### src/rtl/mem_arbiter.sv
// mem_arbiter: shares one byte-wide RAM port between instruction fetch and
// the MEM stage. Each 1/2/4-byte access is split into one RAM cycle per byte,
// with byte 0 as the least significant byte. Read data is assembled and then
// zero- or sign-extended. MEM requests are signalled by a toggle on
// mem_inquiry and take priority over a fetch that arrives in the same cycle.
module mem_arbiter #(
   parameter int ADDR_W = 32
) (
   input  logic              clk,
   input  logic              rst,
   input  logic              if_req,
   input  logic [ADDR_W-1:0] if_addr,
   output logic [31:0]       if_data,
   output logic              if_done,
   input  logic              mem_inquiry,
   input  logic              mem_we,
   input  logic [1:0]        mem_size,
   input  logic              mem_sext,
   input  logic [ADDR_W-1:0] mem_addr,
   input  logic [31:0]       mem_wdata,
   output logic [31:0]       mem_rdata,
   output logic              mem_done,
   output logic              mem_busy,
   output logic [ADDR_W-1:0] ram_a,
   output logic [7:0]        ram_dout,
   output logic              ram_wr,
   input  logic [7:0]        ram_din
);

   typedef enum logic [1:0] {
      ST_IDLE   = 2'd0,
      ST_IF_RD  = 2'd1,
      ST_MEM_RD = 2'd2,
      ST_MEM_WR = 2'd3
   } state_e;

   // Number of byte cycles for an access size; size 3 behaves as a word.
   function automatic logic [2:0] size_to_len(input logic [1:0] size);
      logic [2:0] len;
      case (size)
         2'd0:    len = 3'd1;
         2'd1:    len = 3'd2;
         default: len = 3'd4;
      endcase
      return len;
   endfunction

   // Replace one byte lane of a word with a newly read RAM byte.
   function automatic logic [31:0] insert_byte(input logic [31:0] word,
                                               input logic [1:0]  idx,
                                               input logic [7:0]  b);
      logic [31:0] res;
      res = word;
      case (idx)
         2'd0:    res[7:0]   = b;
         2'd1:    res[15:8]  = b;
         2'd2:    res[23:16] = b;
         2'd3:    res[31:24] = b;
         default: res        = word;
      endcase
      return res;
   endfunction

   // Select one byte lane of the store data.
   function automatic logic [7:0] pick_byte(input logic [31:0] word,
                                            input logic [1:0]  idx);
      logic [7:0] b;
      case (idx)
         2'd0:    b = word[7:0];
         2'd1:    b = word[15:8];
         2'd2:    b = word[23:16];
         2'd3:    b = word[31:24];
         default: b = 8'd0;
      endcase
      return b;
   endfunction

   // Fill the unused upper bits of a byte or half load.
   function automatic logic [31:0] extend_load(input logic [31:0] raw,
                                               input logic [1:0]  size,
                                               input logic        sext);
      logic [31:0] res;
      case (size)
         2'd0:    res = sext ? {{24{raw[7]}}, raw[7:0]}   : {24'd0, raw[7:0]};
         2'd1:    res = sext ? {{16{raw[15]}}, raw[15:0]} : {16'd0, raw[15:0]};
         default: res = raw;
      endcase
      return res;
   endfunction

   state_e            state_q,     state_d;
   logic [2:0]        cnt_q,       cnt_d;
   logic [2:0]        len_q,       len_d;
   logic [ADDR_W-1:0] addr_q,      addr_d;
   logic [31:0]       wdata_q,     wdata_d;
   logic [1:0]        size_q,      size_d;
   logic              sext_q,      sext_d;
   logic [31:0]       rbuf_q,      rbuf_d;
   logic              seen_q,      seen_d;
   logic [ADDR_W-1:0] ram_a_q,     ram_a_d;
   logic [7:0]        ram_dout_q,  ram_dout_d;
   logic              ram_wr_q,    ram_wr_d;
   logic              if_done_q,   if_done_d;
   logic              mem_done_q,  mem_done_d;
   logic [31:0]       if_data_q,   if_data_d;
   logic [31:0]       mem_rdata_q, mem_rdata_d;

   logic              pending_s;
   logic [ADDR_W-1:0] byte_addr_s;
   logic [2:0]        prev_cnt_s;
   logic [31:0]       rbuf_next_s;

   assign pending_s   = (mem_inquiry != seen_q);
   assign byte_addr_s = addr_q + {{(ADDR_W-3){1'b0}}, cnt_q};
   assign prev_cnt_s  = cnt_q - 3'd1;
   assign rbuf_next_s = insert_byte(rbuf_q, prev_cnt_s[1:0], ram_din);

   assign if_data   = if_data_q;
   assign if_done   = if_done_q;
   assign mem_rdata = mem_rdata_q;
   assign mem_done  = mem_done_q;
   assign ram_a     = ram_a_q;
   assign ram_dout  = ram_dout_q;
   assign ram_wr    = ram_wr_q;

   // Stall request: a pending toggle or a MEM access in flight, released in the done cycle.
   assign mem_busy = (pending_s || (state_q == ST_MEM_RD) || (state_q == ST_MEM_WR))
                     && !mem_done_q;

   // Next-state and datapath: accept, step one byte per cycle, complete or abort.
   always_comb begin
      state_d     = state_q;
      cnt_d       = cnt_q;
      len_d       = len_q;
      addr_d      = addr_q;
      wdata_d     = wdata_q;
      size_d      = size_q;
      sext_d      = sext_q;
      rbuf_d      = rbuf_q;
      seen_d      = seen_q;
      ram_a_d     = ram_a_q;
      ram_dout_d  = ram_dout_q;
      ram_wr_d    = ram_wr_q;
      if_done_d   = 1'b0;
      mem_done_d  = 1'b0;
      if_data_d   = if_data_q;
      mem_rdata_d = mem_rdata_q;

      case (state_q)
         ST_IDLE: begin
            if (pending_s) begin
               seen_d  = mem_inquiry;
               addr_d  = mem_addr;
               wdata_d = mem_wdata;
               size_d  = mem_size;
               sext_d  = mem_sext;
               len_d   = size_to_len(mem_size);
               rbuf_d  = 32'd0;
               ram_a_d = mem_addr;
               cnt_d   = 3'd1;
               if (mem_we) begin
                  state_d    = ST_MEM_WR;
                  ram_wr_d   = 1'b1;
                  ram_dout_d = mem_wdata[7:0];
               end else begin
                  state_d  = ST_MEM_RD;
                  ram_wr_d = 1'b0;
               end
            end else if (if_req) begin
               state_d  = ST_IF_RD;
               addr_d   = if_addr;
               size_d   = 2'd2;
               sext_d   = 1'b0;
               len_d    = 3'd4;
               rbuf_d   = 32'd0;
               ram_a_d  = if_addr;
               cnt_d    = 3'd1;
               ram_wr_d = 1'b0;
            end else begin
               ram_wr_d = 1'b0;
            end
         end

         ST_IF_RD: begin
            if (!if_req) begin
               // Fetch flushed: drop it silently.
               state_d = ST_IDLE;
               cnt_d   = 3'd0;
            end else if (cnt_q == len_q) begin
               state_d   = ST_IDLE;
               cnt_d     = 3'd0;
               if_done_d = 1'b1;
               if_data_d = rbuf_next_s;
            end else begin
               ram_a_d = byte_addr_s;
               rbuf_d  = rbuf_next_s;
               cnt_d   = cnt_q + 3'd1;
            end
         end

         ST_MEM_RD: begin
            if (cnt_q == len_q) begin
               state_d     = ST_IDLE;
               cnt_d       = 3'd0;
               mem_done_d  = 1'b1;
               mem_rdata_d = extend_load(rbuf_next_s, size_q, sext_q);
            end else begin
               ram_a_d = byte_addr_s;
               rbuf_d  = rbuf_next_s;
               cnt_d   = cnt_q + 3'd1;
            end
         end

         ST_MEM_WR: begin
            if (cnt_q == len_q) begin
               state_d    = ST_IDLE;
               cnt_d      = 3'd0;
               ram_wr_d   = 1'b0;
               mem_done_d = 1'b1;
            end else begin
               ram_a_d    = byte_addr_s;
               ram_dout_d = pick_byte(wdata_q, cnt_q[1:0]);
               ram_wr_d   = 1'b1;
               cnt_d      = cnt_q + 3'd1;
            end
         end

         default: begin
            state_d  = ST_IDLE;
            cnt_d    = 3'd0;
            ram_wr_d = 1'b0;
         end
      endcase
   end

   // State and output registers with synchronous reset that aborts any access.
   always_ff @(posedge clk) begin
      if (rst) begin
         state_q     <= ST_IDLE;
         cnt_q       <= 3'd0;
         len_q       <= 3'd0;
         addr_q      <= '0;
         wdata_q     <= 32'd0;
         size_q      <= 2'd0;
         sext_q      <= 1'b0;
         rbuf_q      <= 32'd0;
         seen_q      <= 1'b0;
         ram_a_q     <= '0;
         ram_dout_q  <= 8'd0;
         ram_wr_q    <= 1'b0;
         if_done_q   <= 1'b0;
         mem_done_q  <= 1'b0;
         if_data_q   <= 32'd0;
         mem_rdata_q <= 32'd0;
      end else begin
         state_q     <= state_d;
         cnt_q       <= cnt_d;
         len_q       <= len_d;
         addr_q      <= addr_d;
         wdata_q     <= wdata_d;
         size_q      <= size_d;
         sext_q      <= sext_d;
         rbuf_q      <= rbuf_d;
         seen_q      <= seen_d;
         ram_a_q     <= ram_a_d;
         ram_dout_q  <= ram_dout_d;
         ram_wr_q    <= ram_wr_d;
         if_done_q   <= if_done_d;
         mem_done_q  <= mem_done_d;
         if_data_q   <= if_data_d;
         mem_rdata_q <= mem_rdata_d;
      end
   end

endmodule
### config.mk
export PLATFORM = sky130hd
export DESIGN_NAME = mem_arbiter
export DESIGN_NICKNAME = d
export VERILOG_FILES = /design/src/rtl/mem_arbiter.sv
export SDC_FILE = /design/constraint.sdc
export NUM_CORES = 1
export LEC_CHECK = 0
export BUFFER_PORTS_ARGS = -buffer_cell sky130_fd_sc_hd__clkbuf_2
export CAP_MARGIN = 10
export CORE_MARGIN = 2
export CORE_UTILIZATION = 30
export DETAILED_ROUTE_END_ITERATION = 8
export PLACE_DENSITY = 0.57
export RECOVER_POWER = 100
export SYNTH_ARGS = -nofsm -noshare
export SYNTH_HDL_FRONTEND = slang
export SYNTH_SLANG_ARGS = --single-unit
### constraint.sdc
create_clock -name clk -period 6.45 [get_ports clk]
set_input_delay 0.3225 -clock clk [delete_from_list [all_inputs] [get_ports clk]]
set_output_delay 0.3225 -clock clk [all_outputs]
set_load 0.03 [all_outputs]
==> impl.org, run 1 <==
** Outcome
- Run status :: complete, but fails checks
- The final reports fail on max-capacitance violations, max-slew violations.

** Logic synthesis
- In the synthesized netlist the dominant register cell turns out to be sky130_fd_sc_hd__dfxtp_1.
- Of all cell types, the one taking the most synthesized area is sky130_fd_sc_hd__dfxtp_1.
- Synthesized area per cell :: 8.33 µm²
- Count of warnings emitted by yosys :: 0
- After synthesis, the cell types taking the most area are sky130_fd_sc_hd__dfxtp_1, sky130_fd_sc_hd__nand2_1, sky130_fd_sc_hd__a211oi_1.
- Total nets after synthesis :: 1338
- The share of synthesized area in the top cell type comes to 0.427.
- EDFF count, synth :: 0
- Number of distinct library cells after synthesis :: 60
- The cell area that synthesis handed to floorplanning was 10100 µm².
- Share of synthesized area occupied by flip-flops and latches :: 0.427
- Synth async-reset ratio :: 0
- Cell count after synthesis :: 1211
- Number of flip-flops and latches in the synthesized netlist :: 215

** Setup path
- For the worst flop-to-flop path, the logic depth is 7.
- The worst setup path is of the flop to flop kind.
- For the worst setup path, the data arrival time is 4920 ps.
- Of all nets on the critical path, the largest fanout is 54.
- Data required time at the worst endpoint :: 6890 ps
- Kind of end point of the critical path :: flop
- Endpoint of the lowest-slack register-to-register path :: ram_dout[6]
- The worst register-to-register path begins at state_q[0].
- Setup slack on the worst flop-to-flop path :: 1970 ps
- Launching element type of the critical path :: flop

** Floorplanning
- After floorplanning, the core was divided into 67 placement rows.
- DIE AREA :: 35100 µm²
- The initial utilization of the core area, before any placement, comes to 0.302.
- Io pins :: 220
- The die is 187 µm tall.
- The die is 187 µm wide.
- The total area inside the core boundary comes to 33400 µm².

** Timing
- Post-Route Setup TNS :: 0 ps
- Worst Setup Slack, final :: 1970 ps
- RSZ-0062 raised after global routing :: no
- Based on the critical path, the design can be clocked at up to 223 MHz.
- Setup Skew :: 15.4 ps
- Slew Limit Headroom :: -0.409
- Of the available clock period, the critical path in the final layout requires 0.694.
- After layout, the minimum clock period comes to 4480 ps.
- The count of pins over their slew limit is 192.
- Setup violations remaining at the end of the flow were counted as 0.
- For the pin with the worst max-slew slack, the measured transition is 2100 ps.
- Hold Vio Cnt, Final :: 0

** CTS
- Clock tree synthesis inserted a total of 25 buffers.
- Number of setup buffers added after CTS :: 0
- TritonCTS built the clock tree.
- Master cell of the clock root buffer :: sky130_fd_sc_hd__clkbuf_16
- Buffers inserted to repair hold after CTS numbered 0.
- Total clock sinks :: 215
- Clock transition time at the flip-flop clock pins of the worst setup and hold paths :: 60 ps
- Skew-Pair Late Insertion Delay :: 520 ps
- CTS built an H-tree with a depth of 1.
- After clock tree synthesis, the repair step resized 0 gates.
- The clock passes through at most 3 buffers.

** Detailed routing
- After detailed routing, the number of remaining DRC violations is 0.
- Routed wire length per instance :: 16.7 µm
- The detailed router finished its first iteration with 596 violations.
- In the routed layout, each cell is associated on average with a via count of 5.05.
- Routed Antenna Nets :: 0
- Final routed wirelength across all metal layers :: 30.5 mm
- Number of detailed-route iterations in the first pass :: 5
- Summing over every cut layer, the via total after detailed routing is 9248.

** Worst hold path
- For hold timing, the worst endpoint is wdata_q[8].
- Cell count of the worst hold path :: 3
- The worst hold path begins at mem_wdata[8].
- Hold Path Class :: input pin to flop

** GRT
- Entering global routing, the biggest net connects 113 pins.
- The total overflow left after global routing is 0.
- Global routing usage summed across all routing layers :: 0.167
- The initial antenna violation count is 2.
- Vias in the first global route :: 8469
- Global-route wire length before repair :: 47.8 mm

** Cells and area
- Counting the fill cells in the layout gives 3595.
- For this run, the post-layout net count is 1489.
- Once layout is done, the placed cells without fillers occupy 12000 µm².
- Most used cells in the layout excluding fill and tap cells :: sky130_fd_sc_hd__dfxtp_1, sky130_fd_sc_hd__nand2_1, sky130_fd_sc_hd__nor2_1
- For this run, the share of the core covered by cells in the final layout is 0.360.
- Area growth from synthesis to final layout :: 19.1%
- Leading cell type in the layout, fill and taps excluded :: sky130_fd_sc_hd__dfxtp_1
- In the final layout, the share of cells above drive strength 1 is 0.130.

** Pwr
- The worst-case IR drop observed on VDD is 219 µV.
- The analysis attributes to cell leakage a power of 4.50 nW.
- P per Cell Area :: 369 nW/µm²

** Placed design
- In this run the cell area measured after placement is 11400 µm².
- The count of buffers added on input and output ports is 219.
- RD Place Congestion :: 0.801
- Timing analysis after detailed placement gives a worst setup slack of 2940 ps.
- Post-DP HPWL :: 20.7 mm

** Run
- Max Cap Viol :: 5
-- synthesized netlist by cell type (3+ instances only) --
master / number
sky130_fd_sc_hd__nor2_1: 122
sky130_fd_sc_hd__inv_1: 9
sky130_fd_sc_hd__mux2i_1: 44
sky130_fd_sc_hd__buf_1: 4
sky130_fd_sc_hd__o31a_1: 4
sky130_fd_sc_hd__buf_6: 5
sky130_fd_sc_hd__a32oi_1: 18
sky130_fd_sc_hd__and3_1: 6
sky130_fd_sc_hd__xor2_1: 15
sky130_fd_sc_hd__a211oi_2: 4
sky130_fd_sc_hd__o21ai_1: 5
sky130_fd_sc_hd__and2_1: 5
sky130_fd_sc_hd__o21ai_0: 21
sky130_fd_sc_hd__a21o_1: 20
sky130_fd_sc_hd__o311ai_0: 4
sky130_fd_sc_hd__mux2_2: 9
sky130_fd_sc_hd__o21a_1: 5
sky130_fd_sc_hd__a22oi_1: 3
sky130_fd_sc_hd__nor3_1: 61
sky130_fd_sc_hd__xnor2_1: 9
sky130_fd_sc_hd__nor4_1: 6
sky130_fd_sc_hd__a222oi_1: 8
sky130_fd_sc_hd__buf_2: 16
sky130_fd_sc_hd__a31oi_1: 17
sky130_fd_sc_hd__and4_1: 8
sky130_fd_sc_hd__nand3_1: 32
sky130_fd_sc_hd__o211ai_1: 10
sky130_fd_sc_hd__nor2b_1: 24
sky130_fd_sc_hd__a21oi_1: 99
sky130_fd_sc_hd__dfxtp_1: 215
sky130_fd_sc_hd__buf_4: 5
sky130_fd_sc_hd__nand4_1: 14
sky130_fd_sc_hd__o22ai_1: 4
sky130_fd_sc_hd__clkbuf_1: 72
sky130_fd_sc_hd__ha_1: 14
sky130_fd_sc_hd__a211oi_1: 81
sky130_fd_sc_hd__nand2_1: 185
-- power breakdown --
part           total, mW  switching (mW)  internal [mW]
Combinational       1.31           0.936          0.379
Clock               1.42           0.557          0.862
Sequential          1.70           0.165           1.53
Total               4.43            1.66           2.77
-- registers in the layout (all words and copies together), names as in the netlist --
signal	count
if_data	32
sext_q	1
size_q	2
if_done	1
mem_rdata	32
len_q	3
seen_q	1
ram_a	32
cnt_q	3
ram_wr	1
ram_dout	8
rbuf_q	32
mem_done	1
wdata_q	32
state_q	2
addr_q	32
-- logic make-up after synthesis --
| logic type | share of synthesized area |
|---|---|
| simple gates | 0.208 |
| compound gates | 0.217 |
| flops | 0.427 |
| buf+inv | 0.0523 |
| mux | 0.0537 |
| xor+xnor | 0.0224 |
| fa+ha+maj | 0.0193 |
-- how the worst max path moves through the flow --
stage,from,endpoint,cells past startpoint
floorplan,cnt_q[1],mem_rdata[21],9
global placement,state_q[0],ram_a[19],6
detailed placement,state_q[0],ram_a[19],6
CTS,state_q[0],ram_a[21],6
global route,state_q[1],ram_dout[4],7
finish,state_q[0],ram_dout[6],7
-- critical path, cell delays in order (launching register included) --
cell and delay (ps):
sky130_fd_sc_hd__dfxtp_1 380, sky130_fd_sc_hd__inv_1 80, sky130_fd_sc_hd__ha_1 840, sky130_fd_sc_hd__inv_1 960
sky130_fd_sc_hd__a21oi_1 90, sky130_fd_sc_hd__a211oi_1 1660, sky130_fd_sc_hd__nor2_1 130, sky130_fd_sc_hd__a211oi_2 250
-- per-stage QoR --
step | std cells | total power, mW | hold slack, ps
after CTS | 1828 | 4.52 | 7.87
after global placement | 1783 | 3.07 | 433
after global routing | 1828 | 4.68 | 11.5
final | 1830 | 4.43 | 24.6
after floorplan | 1211 | 2.70 | 427
after detailed placement | 1783 | 3.09 | 439
-- per-layer routing --
metal	vias up	GRT usage	wire length, µm
li1	4648	-	-
met2	249	0.270	14100
met4	0	0.0279	335
met5	-	0	0
met1	4326	0.236	14200
met3	25	0.0310	1790
-- final cells by class --
class	instances	area [µm²]	share of cell area
antenna	2	5.00	0.000417
clock buffer	38	734	0.0611
clock inverter	7	88.8	0.00739
inverter	9	33.8	0.00281
multi-input combinational	883	5260	0.438
sequential	215	4300	0.358
tap	448	561	0.0467
timing repair buffer	228	1020	0.0852
No activity file was read; power rests on OpenSTA's default activity.
==> run 2: changes to the inputs <==
PLACE_DENSITY = 0.59   (was 0.57)
clock period = 3.92 ns   (was 6.45 ns; I/O delays follow)
==> run 2 against run 1 <==
Effect of this change: the flow still finishes with violations (max-capacitance violations, max-slew violations); sequential power increased by 64%; clock skew shrank 7.8 ps; core utilization grew 0.98 points; global-route usage barely moved; largest cell class unchanged; sequential cell count unchanged; worst setup slack got worse by 1200 ps; non-clock buffer count rose by 42; first-iteration DRC count increased by 1.8%; combinational power grew 69%.
==> impl.org, run 2 (synthesis results as in run 1) <==
** Outcome
- The flow ran to the end, but the final reports show violations.
- Violated checks :: max-capacitance violations, max-slew violations

** Detailed routing
- Final routed wirelength across all metal layers :: 30.6 mm
- Post-DR vias/cell :: 5.01
- Dividing the detail-routed wire length by the instance count gives 16.4 µm.
- Routed Antenna Nets :: 0
- DRC :: 0
- First DRT Iteration DRCs :: 607
- Number of detailed-route iterations in the first pass :: 5
- The routed layout has 9370 vias.

** Floorplanning
- Io pins :: 220
- The die covers 35100 µm².
- Measured along the y axis, the die boundary spans 187 µm.
- The region available for standard cell placement spans 33400 µm².
- The initialized floorplan defines 67 standard-cell rows.
- The die is 187 µm wide.
- The initial utilization of the core area, before any placement, comes to 0.302.

** Cells and area
- Area growth from synthesis to final layout :: 22.3%
- In the final layout, the share of cells above drive strength 1 is 0.128.
- Most used cells in the layout excluding fill and tap cells :: sky130_fd_sc_hd__dfxtp_1, sky130_fd_sc_hd__nand2_1, sky130_fd_sc_hd__nor2_1
- The final layout contains 1531 nets.
- Final design area excluding fillers :: 12300 µm²
- Leading cell type in the layout, fill and taps excluded :: sky130_fd_sc_hd__dfxtp_1
- The layout has 3524 filler cells.

** CTS
- Number of CTS-inserted buffers :: 25
- The tree is rooted in a sky130_fd_sc_hd__clkbuf_16.
- Longest Clk Path Bufs :: 3
- Clock-pin slew was measured on the worst setup and hold paths at 60 ps.
- Total clock sinks :: 215
- Count of instances resized after the clock tree is built :: 0
- In this run the number of H-tree levels came out at 1.
- TritonCTS built the clock tree.
- The clock reaches the later pin of the worst-skew pair after 520 ps.

** GRT
- Initial antenna violation count :: 3
- Residual overflow from global routing :: 0
- Vias in the first global route :: 8752
- Entering global routing, the biggest net connects 76 pins.
- Across every metal layer, demand over resource in global routing totals 0.167.
- The first global-routing pass estimated 47.8 mm of wire.

** Pwr
- In this run the power spent charging and discharging nets is 2.71 mW.
- IR analysis of the VDD net gives a maximum drop of 316 µV.
- Switch share :: 0.378
- The share of total power dissipated in combinational logic is 0.308.
- Clock network fraction of total power :: 0.304
- Of the total power, registers draw 0.388.
- For this design the ratio of total power to cell area is 582 nW/µm².
- Cell internal power was estimated by the tool at 4.47 mW.
- Leak pwr :: 4.65 nW

** Timing
- RSZ-0062 raised after global routing :: no
- The worst pin sits at a relative slew slack of -0.0287.
- Worst slew pin tran :: 1540 ps
- Fmax :: 318 MHz
- After routing, the total negative slack on setup checks comes to 0 ps.
- Setup violation total in the final timing report :: 0
- Across the routed clock network, the largest skew measured is 7.53 ps.
- Post-layout min period :: 3150 ps
- The count of pins over their slew limit came to 33.
- The number of hold violations in the final report was 0.
- In the finished design, the share of the clock period the worst path needs comes to 0.803.

** Setup path
- STA classifies the critical path startpoint as a flop.
- Data arrival time of the worst path :: 3580 ps
- At the worst endpoint, the required time is 4350 ps.
- Grouping stages by cell kind, the critical path spends the most delay in buffers and inverters.
- Critical-path cell list :: inv_1, ha_1, nor2b_1, a21o_1, a211oi_4, clkbuf_1, nand4_1, a31oi_1
- For this run, the slowest stage of the critical path takes 1140 ps.
- Kind of end point of the critical path :: flop
- For this design, the slowest cell found on the critical path is sky130_fd_sc_hd__clkbuf_1.
- Together, buffers and inverters on the worst path number 2.
- Biggest fanout along the worst timing path :: 32
- The worst setup path is of the flop to flop kind.

** Run
- Across the run, the number of max-cap violations was 1.

** Worst hold path
- Hold Path Class :: input pin to flop

** Placed design
- IO Port Bufs :: 219
- Once placement finished, the instance area stood at 11400 µm².
- RD Place Congestion :: 0.817
- Post-DP HPWL :: 21.2 mm
run 2: changes by cell type in the layout (fill, tap and decap cells not counted), moves of 2 or more:
cell | before | now
sky130_fd_sc_hd__nor2_1 | 119 | 121
sky130_fd_sc_hd__dlygate4sd3_1 | 0 | 34
sky130_fd_sc_hd__bufinv_16 | 2 | 0
sky130_fd_sc_hd__o21ai_1 | 2 | 0
sky130_fd_sc_hd__buf_4 | 6 | 13
run 2: routing by layer:
| layer | vias up | part of all wire | GRT usage |
|---|---|---|---|
| li1 | 4730 | - | - |
| met1 | 4308 | 0.46 | 0.224 |
| met2 | 278 | 0.46 | 0.276 |
| met3 | 50 | 0.063 | 0.0308 |
| met4 | 4 | 0.019 | 0.0424 |
| met5 | - | 0.00098 | 0 |
run 2: final timing paths:
check        cells past startpoint         from    endpoint  slack, ps
max                              8   state_q[0]  rbuf_q[23]        770
min                              4  mem_size[1]    len_q[0]         30
max reg2reg                      8   state_q[0]  rbuf_q[23]        770
min reg2reg                      2   rbuf_q[27]  rbuf_q[27]        440
run 2: what timing repair did:
item,4_1_cts,5_1_grt
setup buffers,0,0
hold buffers,34,0
hold endpoints to repair,35,0
run 2: area by class of cell:
class / count / area (µm²) / share of cell area
multi-input combinational: 883 / 5240 / 0.425
clock buffer: 38 / 734 / 0.0595
sequential: 215 / 4300 / 0.349
timing repair buffer: 270 / 1440 / 0.116
inverter: 9 / 33.8 / 0.00274
clock inverter: 5 / 28.8 / 0.00233
tap: 448 / 561 / 0.0454
antenna: 1 / 2.50 / 0.000203
run 2: tightest hold or removal path: cells and delay by family:
family,cells,cell delay [ps]
buffers and inverters,1,100
AO/OA/AOI/OAI,1,110
AND/OR/NAND/NOR,2,90
run 2: stage by stage:
step	total power [mW]	setup WS (ps)	util	instances	hold WS, ps
3_3_place_gp	5.08	1340	0.343	1791	424
5_1_grt	7.60	562	0.370	1869	27.8
2_1_floorplan	4.44	1850	-	1211	332
3_5_place_dp	5.11	1250	0.343	1791	432
4_1_cts	7.34	1240	0.376	1868	5.31
6_report	7.18	773	0.370	1869	28.4
run 2: power by group through the flow:
stage               clock (mW)  combinational, mW  sequential [mW]
finish                    2.18               2.21             2.78
global placement             0               2.26             2.82
floorplan                    0               1.32             3.12
global route              2.34               2.43             2.83
detailed placement           0               2.28             2.83
CTS                       2.24               2.31             2.78
